[config.mk]
export PLATFORM = sky130hd
export DESIGN_NAME = vga_layer_mixer
export DESIGN_NICKNAME = d
export VERILOG_FILES = /design/src/rtl/vga_mix_pkg.sv /design/src/rtl/sync_delay_line.sv /design/src/rtl/vga_layer_mixer.sv
export SDC_FILE = /design/constraint.sdc
export NUM_CORES = 1
export LEC_CHECK = 0
export BUFFER_PORTS_ARGS = -buffer_cell sky130_fd_sc_hd__clkbuf_2
export CAP_MARGIN = 20
export CORE_MARGIN = 2
export CORE_UTILIZATION = 44
export DETAILED_ROUTE_END_ITERATION = 6
export GPL_ROUTABILITY_DRIVEN = 0
export PLACE_DENSITY = 0.86
export SLEW_MARGIN = 20
export SYNTH_ARGS = -nofsm -noshare
export SYNTH_HDL_FRONTEND = slang
export SYNTH_SLANG_ARGS = --single-unit
[constraint.sdc]
create_clock -name clk_i -period 3.5 [get_ports clk_i]
set_clock_uncertainty 0.1 [all_clocks]
set_input_delay 0.35 -clock clk_i [delete_from_list [all_inputs] [get_ports clk_i]]
set_output_delay 0.35 -clock clk_i [all_outputs]
set_load 0.05 [all_outputs]
[src/rtl/vga_mix_pkg.sv]
// Shared types and constants for the VGA layer mixer.
// The colour struct packs {r,g,b}. inactive_level() gives the idle level of a sync line from its polarity.
package vga_mix_pkg;

  localparam int DEF_LAYER_CNT = 4;
  localparam int DEF_LAT       = 1;

  typedef struct packed {
    logic [7:0] r;
    logic [7:0] g;
    logic [7:0] b;
  } color_t;

  localparam color_t COLOR_BLACK = '{r: 8'h00, g: 8'h00, b: 8'h00};

  function automatic logic inactive_level(input logic pol);
    return ~pol;
  endfunction

endpackage

[src/rtl/sync_delay_line.sv]
// Fixed-depth shift register with an asynchronous reset to RST_VAL.
// pre_o is the value about to enter the last stage, so one cycle ahead of data_o.
module sync_delay_line #(
  parameter int              DEPTH   = 1,
  parameter int              WIDTH   = 3,
  parameter logic [WIDTH-1:0] RST_VAL = '0
) (
  input  logic             clk_i,
  input  logic             rst_n_i,
  input  logic [WIDTH-1:0] data_i,
  output logic [WIDTH-1:0] data_o,
  output logic [WIDTH-1:0] pre_o
);

  logic [WIDTH-1:0] stage_q [DEPTH];

  always_ff @(posedge clk_i or negedge rst_n_i) begin
    if (!rst_n_i) begin
      for (int i = 0; i < DEPTH; i++) stage_q[i] <= RST_VAL;
    end else begin
      stage_q[0] <= data_i;
      for (int i = 1; i < DEPTH; i++) stage_q[i] <= stage_q[i-1];
    end
  end

  assign data_o = stage_q[DEPTH-1];

  generate
    if (DEPTH == 1) begin : g_pre_direct
      assign pre_o = data_i;
    end else begin : g_pre_stage
      assign pre_o = stage_q[DEPTH-2];
    end
  endgenerate

endmodule

[src/rtl/vga_layer_mixer.sv]
// Fixed-priority compositor of LAYER_CNT renderer layers onto a background colour.
// Sync is realigned to the renderer latency; mask and blink settings change only at frame start.
module vga_layer_mixer
  import vga_mix_pkg::*;
#(
  parameter int LAYER_CNT = DEF_LAYER_CNT,
  parameter int DATA_W    = 24,
  parameter int LAT       = DEF_LAT,
  parameter bit HS_POL    = 1'b0,
  parameter bit VS_POL    = 1'b0,
  parameter int BLINK_W   = 5
) (
  input  logic                          clk_i,
  input  logic                          rst_n_i,
  input  logic                          pix_hs_i,
  input  logic                          pix_vs_i,
  input  logic                          pix_de_i,
  input  logic [LAYER_CNT*DATA_W-1:0]   layer_data_i,
  input  logic [LAYER_CNT-1:0]          layer_en_i,
  input  logic [LAYER_CNT-1:0]          layer_mask_i,
  input  logic [LAYER_CNT-1:0]          layer_blink_i,
  input  logic [DATA_W-1:0]             bg_color_i,
  output logic                          vga_hs_o,
  output logic                          vga_vs_o,
  output logic                          vga_de_o,
  output logic [DATA_W-1:0]             vga_data_o,
  output logic                          frame_start_o,
  output logic [BLINK_W-1:0]            frame_cnt_o
);

  localparam logic [2:0] SYNC_RST = {inactive_level(HS_POL), inactive_level(VS_POL), 1'b0};

  logic [2:0]           sync_out;
  logic [2:0]           sync_pre;
  logic                 unused_sync_pre;
  logic                 vs_q;
  logic                 frame_edge;
  logic [LAYER_CNT-1:0] mask_sh;
  logic [LAYER_CNT-1:0] blink_sh;
  logic                 blink_phase;
  logic [LAYER_CNT-1:0] layer_vis;
  logic [DATA_W-1:0]    sel_color;

  sync_delay_line #(
    .DEPTH  (LAT + 1),
    .WIDTH  (3),
    .RST_VAL(SYNC_RST)
  ) u_sync_dly (
    .clk_i  (clk_i),
    .rst_n_i(rst_n_i),
    .data_i ({pix_hs_i, pix_vs_i, pix_de_i}),
    .data_o (sync_out),
    .pre_o  (sync_pre)
  );

  assign {vga_hs_o, vga_vs_o, vga_de_o} = sync_out;
  // Only the de tap is needed; it gates the colour entering the output register.
  assign unused_sync_pre = ^sync_pre[2:1];

  // Frame start is taken on the undelayed vs so shadows are ready before the first visible pixel.
  assign frame_edge = (pix_vs_i == VS_POL) && (vs_q != VS_POL);

  always_ff @(posedge clk_i or negedge rst_n_i) begin
    if (!rst_n_i) begin
      vs_q          <= inactive_level(VS_POL);
      frame_start_o <= 1'b0;
      frame_cnt_o   <= '0;
      mask_sh       <= '1;
      blink_sh      <= '0;
    end else begin
      vs_q          <= pix_vs_i;
      frame_start_o <= frame_edge;
      if (frame_edge) begin
        frame_cnt_o <= frame_cnt_o + 1'b1;
        mask_sh     <= layer_mask_i;
        blink_sh    <= layer_blink_i;
      end
    end
  end

  assign blink_phase = frame_cnt_o[BLINK_W-1];
  assign layer_vis   = layer_en_i & mask_sh & ~(blink_sh & {LAYER_CNT{blink_phase}});

  // Walk from lowest to highest priority so layer 0 overrides everything else.
  always_comb begin
    sel_color = bg_color_i;
    for (int n = LAYER_CNT - 1; n >= 0; n--) begin
      if (layer_vis[n]) sel_color = layer_data_i[n*DATA_W +: DATA_W];
    end
  end

  always_ff @(posedge clk_i or negedge rst_n_i) begin
    if (!rst_n_i) vga_data_o <= DATA_W'(COLOR_BLACK);
    else          vga_data_o <= sync_pre[0] ? sel_color : DATA_W'(COLOR_BLACK);
  end

endmodule

# == Word-level counts from Yosys, hierarchy flattened ==
# Cells that the tools add are included.
# totals
ff_bits,45
out_inout_bits,33
wordCells,20
# classes
add_sub_neg,1
muxes,5
n_bitwise,5
reduce_logical,1
# ops
op,count
$mux W24,5
$and A4 B4 Y4,3
$add A5 B1 Y5 const B,1
$not A4 Y4,1
$logic_and A1 B1 Y1,1
$not A1 Y1,1

# == Longest topological paths before layout ==
# Gate-level depths: netlist (run 1).
# logic_depth
depth_word,8
mapped_depth,6

# == Cells and area by module ==
# Synthesis (run 1) repeated with hierarchy kept, for this count alone.
# unflattened
hier_cells,190
area_unflattened_um2,2352.3
# modules_own_cells
mod,n_inst,cells_per_inst,area_per_inst_um2,seq_area_each_um2
vga_layer_mixer,1,184,2197.1,982.2
sync_delay_line,1,6,155.1,155.1

# == Least setup slack after synthesis (run 1) ==
# No wires, ideal clock.
# synth_path
path_type,register -> register
startpoint,register frame_cnt_o[4]
endpoint,register vga_data_o[10]
setup_time_ps,131
arrival_time_ps,1638
required_ps,3269
slack_ps,1631
path_stages_with_launch,6
path_buffers,1
path_cell_list,dfrtp_1 > nand2_1 > a311o_1 > clkbuf_1 > o22ai_1 > a211oi_2
# synth_between
elab_chain_cells,8
# synth_lines
element,line_no,source
start: declaration,vga_layer_mixer.sv:28,output logic [BLINK_W-1:0] frame_cnt_o
start signal: assignment,vga_layer_mixer.sv:74,frame_cnt_o <= frame_cnt_o + 1'b1;
$and A4 B4 Y4 (*),vga_layer_mixer.sv:82,assign layer_vis = layer_en_i & mask_sh & ~(blink_sh & {LAYER_CNT{blink_phase}});
$not A4 Y4 (*),vga_layer_mixer.sv:82,
$and A4 B4 Y4 (*),vga_layer_mixer.sv:82,
$mux W24 (3 in series),vga_layer_mixer.sv:88,if (layer_vis[n]) sel_color = layer_data_i[n*DATA_W +: DATA_W];
$mux W24 (*),vga_layer_mixer.sv:88,
$mux W24 (*),vga_layer_mixer.sv:94,else vga_data_o <= sync_pre[0] ? sel_color : DATA_W'(COLOR_BLACK);
end signal: assignment,vga_layer_mixer.sv:93,if (!rst_n_i) vga_data_o <= DATA_W'(COLOR_BLACK);
end signal: assignment,vga_layer_mixer.sv:94,
end: declaration,vga_layer_mixer.sv:26,"output logic [DATA_W-1:0] vga_data_o,"
# Mark *: on every way between the ends. The rest lies on a longest branch, timed or not.
# A chain may end at the register's enable or synchronous reset.

# == Final worst setup path (run 1) ==
# layout_path
startpoint,register mask_sh[3]
endpoint,register vga_data_o[19]
# layout_between
elab_chain_cells,7
# layout_lines
element,line_no,source
start: declaration,vga_layer_mixer.sv:38,logic [LAYER_CNT-1:0] mask_sh;
start signal: assignment,vga_layer_mixer.sv:75,mask_sh <= layer_mask_i;
$and A4 B4 Y4 (2 in series),vga_layer_mixer.sv:82,
$mux W24 (4 in series),vga_layer_mixer.sv:88,
$mux W24,vga_layer_mixer.sv:94,
# Every way passes these cells.

==> summary.txt, run 1 <==
Outcome
  • Run status: finished, final reports clean

Finish
  • Cell Count, Final, Fillers Out: 420
  • Synth-to-Final Area Change: 41.7%
  • Diode insertion count for antenna repair: 0
  • Final Instance Area: 0.00330 mm^2
  • Leading cell types in the layout, fill and taps excluded: 168 x clkbuf_2, 36 x dfrtp_1, 24 x mux2i_1, 23 x o22ai_1, 20 x a211oi_2
  • Nets@finish: 487
  • Most common cell after layout, fill and taps aside: clkbuf_2
  • Fraction of final layout cells with drive strength greater than 1: a little under two thirds

GRT
  • Maximum number of pins on one net before global-route repair: 45
  • Number of global-route vias before repair: 2,309
  • First-pass GRT wire length: 11,000 um
  • Antenna violations before repair: 0
  • Total grt overflow: 0
  • Aggregate global-route resource usage: 23.4%

Die
  • Top-Level Pins: 170
  • Standard-cell row count: 26
  • Die X-Extent: 76.7 um
  • Die area: about 0.0059 mm^2
  • Initial core utilization: between 40 and 50%
  • Core region area: 0.00511 mm^2
  • Die height: 76.7 um

Pwr
  • Final total power: 1860 uW
  • Highest ir drop seen on vdd: 0.404 mV
  • Cell leakage power: 0.00160 uW
  • Power per Cell Area: 566 mW/mm^2

STA
  • Final setup viols: 0
  • Actual slew at the worst max-slew pin: 1.07 ns
  • Number of hold violations in the final report: 0
  • Fraction of the cycle the final worst path needs: 61.6%
  • Max-slew violation count: 0
  • Worst-case setup margin in the final layout: 1.34 ns
  • Minimum clock period after layout: 2.16 ns
  • Slew HR: 28.6%
  • Unrepaired setup endpoints after global routing: no
  • Summed negative setup slack over all endpoints: 0 ns
  • Upper clock frequency limit: around 460 MHz

Clock network
  • Master cell of the clock root buffer: clkbuf_8
  • Clk pin slew, worst setup/hold paths: 0.09 ns
  • H-tree depth: 2
  • Quantity of hold-fixing buffers added after cts: 0
  • Sink Count: 44
  • Clock buffer depth: 2
  • Clock Latency Late Sink: 0.29 ns
  • Cts repair resizes: 0
  • Clock tree from TritonCTS: yes
  • CTS buffer count: 5
  • Setup repair bufs after CTS: 0

Routing
  • Detail-routed net length per standard cell: 16.1 um
  • Sum of routed wire length over all layers: around 6800 um
  • Number of remaining DRC errors: 0
  • Vias after detailed routing: 2,254
  • Post-route antenna net violation count: 0
  • Count of TritonRoute iterations in the first routing pass: 4
  • Via-per-instance ratio: 5.37
  • Drt first-iter violations: 70

Logic synthesis
  • YS warnings: 0
  • Syn Std Cell Area: approximately 0.0023 mm^2
  • Biggest area contributors in the synthesized netlist: dfrtp_1 39%, a211oi_2 11%, mux2i_1 10%
  • Post-synth net total: approximately 330
  • Number of cells produced by synthesis: approximately 190
  • Post-Syn Area per Cell: 12.3 um^2
  • Count of distinct cell types in the synthesized netlist: 30
  • Synthesis-stage register bit count: 44
  • Cell type contributing the most total cell area after synthesis: dfrtp_1
  • Synth top area share: 38.7%
  • Seq/Total Area, Yosys: 47.8%

Place
  • Worst slack at placement: 1.31 ns
  • Total placed instance area: approximately 0.0032 mm^2
  • Port bufs: ~170
  • Post-Place Cells: slightly above 400
  • Half-perimeter wire length of the detailed placement result: 5050 um

Critical path
  • Required @ worst endpoint: 3.58 ns
  • Kind of critical path: reg -> reg
  • Kind of start point of the critical path: flip-flop
  • Type of element capturing the critical path: flip-flop
  • Max FO, Critical Path: 24
  • Arrival time of data at the critical path endpoint: 2.24 ns

Hold path
  • Tightest Hold Check Type: in -> reg

Job
  • Max capacitance violation total: 0
## final timing paths
check,start,end,slack (ns),cells after the start
setup / recovery,mask_sh[3]$_DFFE_PN1P_,vga_data_o[19]$_DFF_PN0_,1.34,4
hold / removal,pix_hs_i,u_sync_dly.pre_o[2]$_DFF_PN1_,0.04,1
setup reg to reg,mask_sh[3]$_DFFE_PN1P_,vga_data_o[19]$_DFF_PN0_,1.34,4
hold reg to reg,u_sync_dly.pre_o[2]$_DFF_PN1_,u_sync_dly.data_o[2]$_DFF_PN1_,0.26,0
max in group asynchronous,rst_n_i,vga_data_o[7]$_DFF_PN0_,2.59,1
min in group asynchronous,rst_n_i,u_sync_dly.pre_o[0]$_DFF_PN0_,0.11,1
## synth_stat cells, drive strengths merged
master   instances
buf              9
dfrtp           36
o21ai            4
or2              1
nor3             1
o31ai           19
a221oi           4
ha               1
o221ai           1
o22ai           23
nand3            2
nand2            5
nand4            2
mux2i           24
o2111ai          1
and3             2
mux2             9
xnor2            3
a311o            1
clkbuf           9
xor2             1
a211oi          20
a21oi            1
nor2b            1
and2             1
dfstp            8
## layer usage
layer	vias up	GRT usage, %	part of all wire [%]	routed length [um]
met3	11	4.00	7.6	515
met1	1052	27.1	38	2540
met4	0	8.36	1.7	112
met2	126	43.0	53	3590
met5	-	0	0	0
li1	1065	-	-	-
## flip-flops by register name (all words and copies together), names as in the netlist
name               cells
vga_data_o            24
frame_cnt_o            5
blink_sh               4
mask_sh                4
u_sync_dly.data_o      3
u_sync_dly.pre_o       3
frame_start_o          1
## worst max-delay path, cell delays in order, from the launching register on
cell,delay (ns)
dfstp_2,0.53
nand2_1,0.08
a21oi_4,0.81
mux2i_1,0.18
a221oi_1,0.35
## logic make-up after synthesis
kind of cell               share of synthesized area [%]
AOI/OAI and AO/OA                                   27.3
DFF                                                 47.8
muxes                                               14.7
buffers and inverters                               4.46
and+or+nand+nor                                     3.77
xor gates and xnor gates                            1.51
adders and majority gates                          0.538
## report_power, final
| part | internal, uW | switching (uW) |
|---|---|---|
| Clock | 215 | 182 |
| Sequential | 608 | 66.1 |
| Combinational | 254 | 539 |
## through the flow
step           hold WS [ns]  util (%)
2_1_floorplan       -0.0456         -
3_3_place_gp          0.246      62.2
3_5_place_dp          0.247      62.2
4_1_cts              0.0248      64.5
5_1_grt              0.0192      64.5
6_report             0.0382      64.5
## layout make-up
type                            instances  area (um^2)
Tap cell                               70         87.6
Clock buffer                            5         68.8
Timing Repair Buffer                  171          861
Sequential cell                        44         1110
Fill cell                             417         1810
Clock inverter                          3         46.3
Multi-Input combinational cell        127         1120
Power figures use the tool's default switching activity.
==> run 2, diff against run 1 <==
--- a/config.mk
+++ b/config.mk
@@ -8,10 +8,10 @@
 export BUFFER_PORTS_ARGS = -buffer_cell sky130_fd_sc_hd__clkbuf_2
 export CAP_MARGIN = 20
 export CORE_MARGIN = 2
-export CORE_UTILIZATION = 44
+export CORE_UTILIZATION = 41
 export DETAILED_ROUTE_END_ITERATION = 6
 export GPL_ROUTABILITY_DRIVEN = 0
-export PLACE_DENSITY = 0.86
+export PLACE_DENSITY = 0.81
 export SLEW_MARGIN = 20
 export SYNTH_ARGS = -nofsm -noshare
 export SYNTH_HDL_FRONTEND = slang
==> constraint.sdc (replaced) <==
create_clock -name clk_i -period 2.15 [get_ports clk_i]
set_clock_uncertainty 0.1 [all_clocks]
set_input_delay 0.215 -clock clk_i [delete_from_list [all_inputs] [get_ports clk_i]]
set_output_delay 0.215 -clock clk_i [all_outputs]
set_load 0.05 [all_outputs]
==> summary.txt, run 2 (synthesis gave the netlist of run 1 again) <==
Outcome
  • Run status: finished, final reports clean

STA
  • Worst hold margin: approximately 0.043 ns
  • Slew HR: 41.6%
  • Worst-case setup margin in the final layout: 0.208 ns
  • Fraction of the cycle the final worst path needs: 90.3%
  • Actual slew at the worst max-slew pin: 0.877 ns
  • Number of hold violations in the final report: 0
  • Upper clock frequency limit: just over 500 MHz
  • Max-slew violation count: 0
  • Minimum clock period after layout: 1.94 ns
  • Summed negative setup slack over all endpoints: 0 ns
  • Unrepaired setup endpoints after global routing: no
  • Final setup viols: 0

Finish
  • Leading cell types in the layout, fill and taps excluded: 169 x clkbuf_2, 36 x dfrtp_1, 24 x mux2i_1, 23 x o22ai_1, 20 x a211oi_2
  • Reg with most FFs: vga_data_o
  • Cell Count, Final, Fillers Out: 434
  • Synth-to-Final Area Change: 46.1%
  • Fraction of the core area covered by cells at the end of the flow: 61.7%
  • Biggest registers after layout: vga_data_o x24, frame_cnt_o x5
  • Diode insertion count for antenna repair: 0
  • Nets@finish: 499
  • Most common cell after layout, fill and taps aside: clkbuf_2
  • Fraction of final layout cells with drive strength greater than 1: between 60% and 70%
  • Flip-flop count of the largest register after layout: 24
  • # fillers: 469

Die
  • Top-Level Pins: 170
  • Die area: around 0.0063 mm^2
  • Standard-cell row count: 27
  • Die height: 79.3 um
  • Initial core utilization: 42.2%
  • Core region area: roughly 0.0055 mm^2
  • Die X-Extent: between 70 and 80 um

Routing
  • Count of TritonRoute iterations in the first routing pass: 4
  • Met3 layer wire length in the routed design: 619 um
  • Drt first-iter violations: 97
  • Vias after detailed routing: 2,354
  • Number of remaining DRC errors: 0
  • Via-per-instance ratio: between 5 and 6
  • Post-route antenna net violation count: 0
  • Length of routed wiring on met1: 2580 um
  • Highest layer used for signal routing: met4
  • Sum of routed wire length over all layers: 7310 um
  • Detail-routed net length per standard cell: 16.8 um
  • Met2 WL: 4000 um

Critical path
  • Max FO, Critical Path: 20
  • Critical-path cell with the highest stage delay: and3_1
  • Crit-path cells: nand2_1, and3_1, o31ai_1, a211oi_2
  • CP max stage delay: 0.75 ns
  • Required @ worst endpoint: approximately 2.3 ns
  • Arrival time of data at the critical path endpoint: 2.05 ns
  • Kind of start point of the critical path: flip-flop
  • Kind of critical path: reg -> reg
  • Type of element capturing the critical path: flip-flop

Clock network
  • Clk pin slew, worst setup/hold paths: 0.09 ns
  • H-tree depth: 2
  • CTS buffer count: 5
  • Sink Count: 44
  • Master cell of the clock root buffer: clkbuf_8
  • Clock Latency Late Sink: 0.30 ns
  • Clock tree from TritonCTS: yes
  • Clock buffer depth: 2
  • Setup repair bufs after CTS: 0

Place
  • Worst slack at placement: 0.00286 ns
  • Port bufs: around 170
  • Post-Place Cells: 422
  • Half-perimeter wire length of the detailed placement result: 5640 um

Pwr
  • Power per Cell Area: ~900 mW/mm^2
  • Cell leakage power: 0.00166 uW
  • Highest ir drop seen on vdd: 0.679 mV

GRT
  • First-pass GRT wire length: 11,100 um
  • Maximum number of pins on one net before global-route repair: 25
  • Antenna violations before repair: 0
  • Aggregate global-route resource usage: between 20% and 30%
  • Total grt overflow: 0
  • Number of global-route vias before repair: 2,370

Hold path
  • Tightest Hold Check Type: in -> reg

Job
  • Max capacitance violation total: 0
## run 2: changes by cell type in the layout (fill, tap and decap cells not counted)
cell           before  now
buf_4               2   10
a311o_2             0    1
clkbuf_2          168  169
clkinvlp_4          1    0
a311o_1             1    0
inv_6               1    0
nor2b_2             1    0
dlygate4sd3_1       0    4
buf_2               1    0
nor2b_1             0    1
clkinv_4            0    2
## run 2: path summary, 6_finish.rpt
check,from,end,slack (ns),depth (start not counted)
worst max-delay path,frame_cnt_o[4]$_DFFE_PN0P_,vga_data_o[8]$_DFF_PN0_,0.21,4
worst min-delay path,layer_blink_i[1],blink_sh[1]$_DFFE_PN0P_,0.04,2
worst max register to register,frame_cnt_o[4]$_DFFE_PN0P_,vga_data_o[8]$_DFF_PN0_,0.21,4
worst min register to register,u_sync_dly.pre_o[2]$_DFF_PN1_,u_sync_dly.data_o[2]$_DFF_PN1_,0.26,0
max in group asynchronous,rst_n_i,mask_sh[0]$_DFFE_PN1P_,1.29,3
min in group asynchronous,rst_n_i,frame_cnt_o[3]$_DFFE_PN0P_,0.14,2
## run 2: routing by layer
layer	up-vias	GRT usage, %
li1	1092	-
met1	1126	25.3
met2	127	43.6
met3	9	4.55
met4	0	8.62
met5	-	0
## run 2: critical path, delay by kind of cell (launching register included)
| kind | cells | cell delay, ns |
|---|---|---|
| AO/OA/AOI/OAI | 2 | 0.39 |
| flip-flops | 1 | 0.47 |
| AND/OR/NAND/NOR | 2 | 0.88 |
## run 2: where the power goes
group	total, uW	internal [uW]	switching (uW)	leakage [uW]
Sequential	1090	990	101	0.000532
Clock	653	350	303	0.0000583
Combinational	1330	433	897	0.00107
Total	3070	1770	1300	0.00166
## run 2: cell type report
cell class	count	area, um^2	area share, %
multi-input combinational	127	1120	33.0
clock buffer	5	68.8	2.03
clock inverter	3	47.5	1.40
timing repair buffer	183	961	28.3
sequential	44	1110	32.7
tap	72	90.1	2.65
## run 2: what timing repair did
item / 4_1_cts / 5_1_grt
resized for setup: 1 / 0
hold buffers: 4 / 0
hold endpoints to repair: 39 / 0
endpoints found under the setup margin: 2 / 0
## run 2: per-stage QoR
stage               total power (uW)  cell area, um^2
detailed placement              2440             3240
floorplan                       2060             2330
CTS                             3100             3400
finish                          3070             3400
global placement                2400             3240
global route                    3230             3400
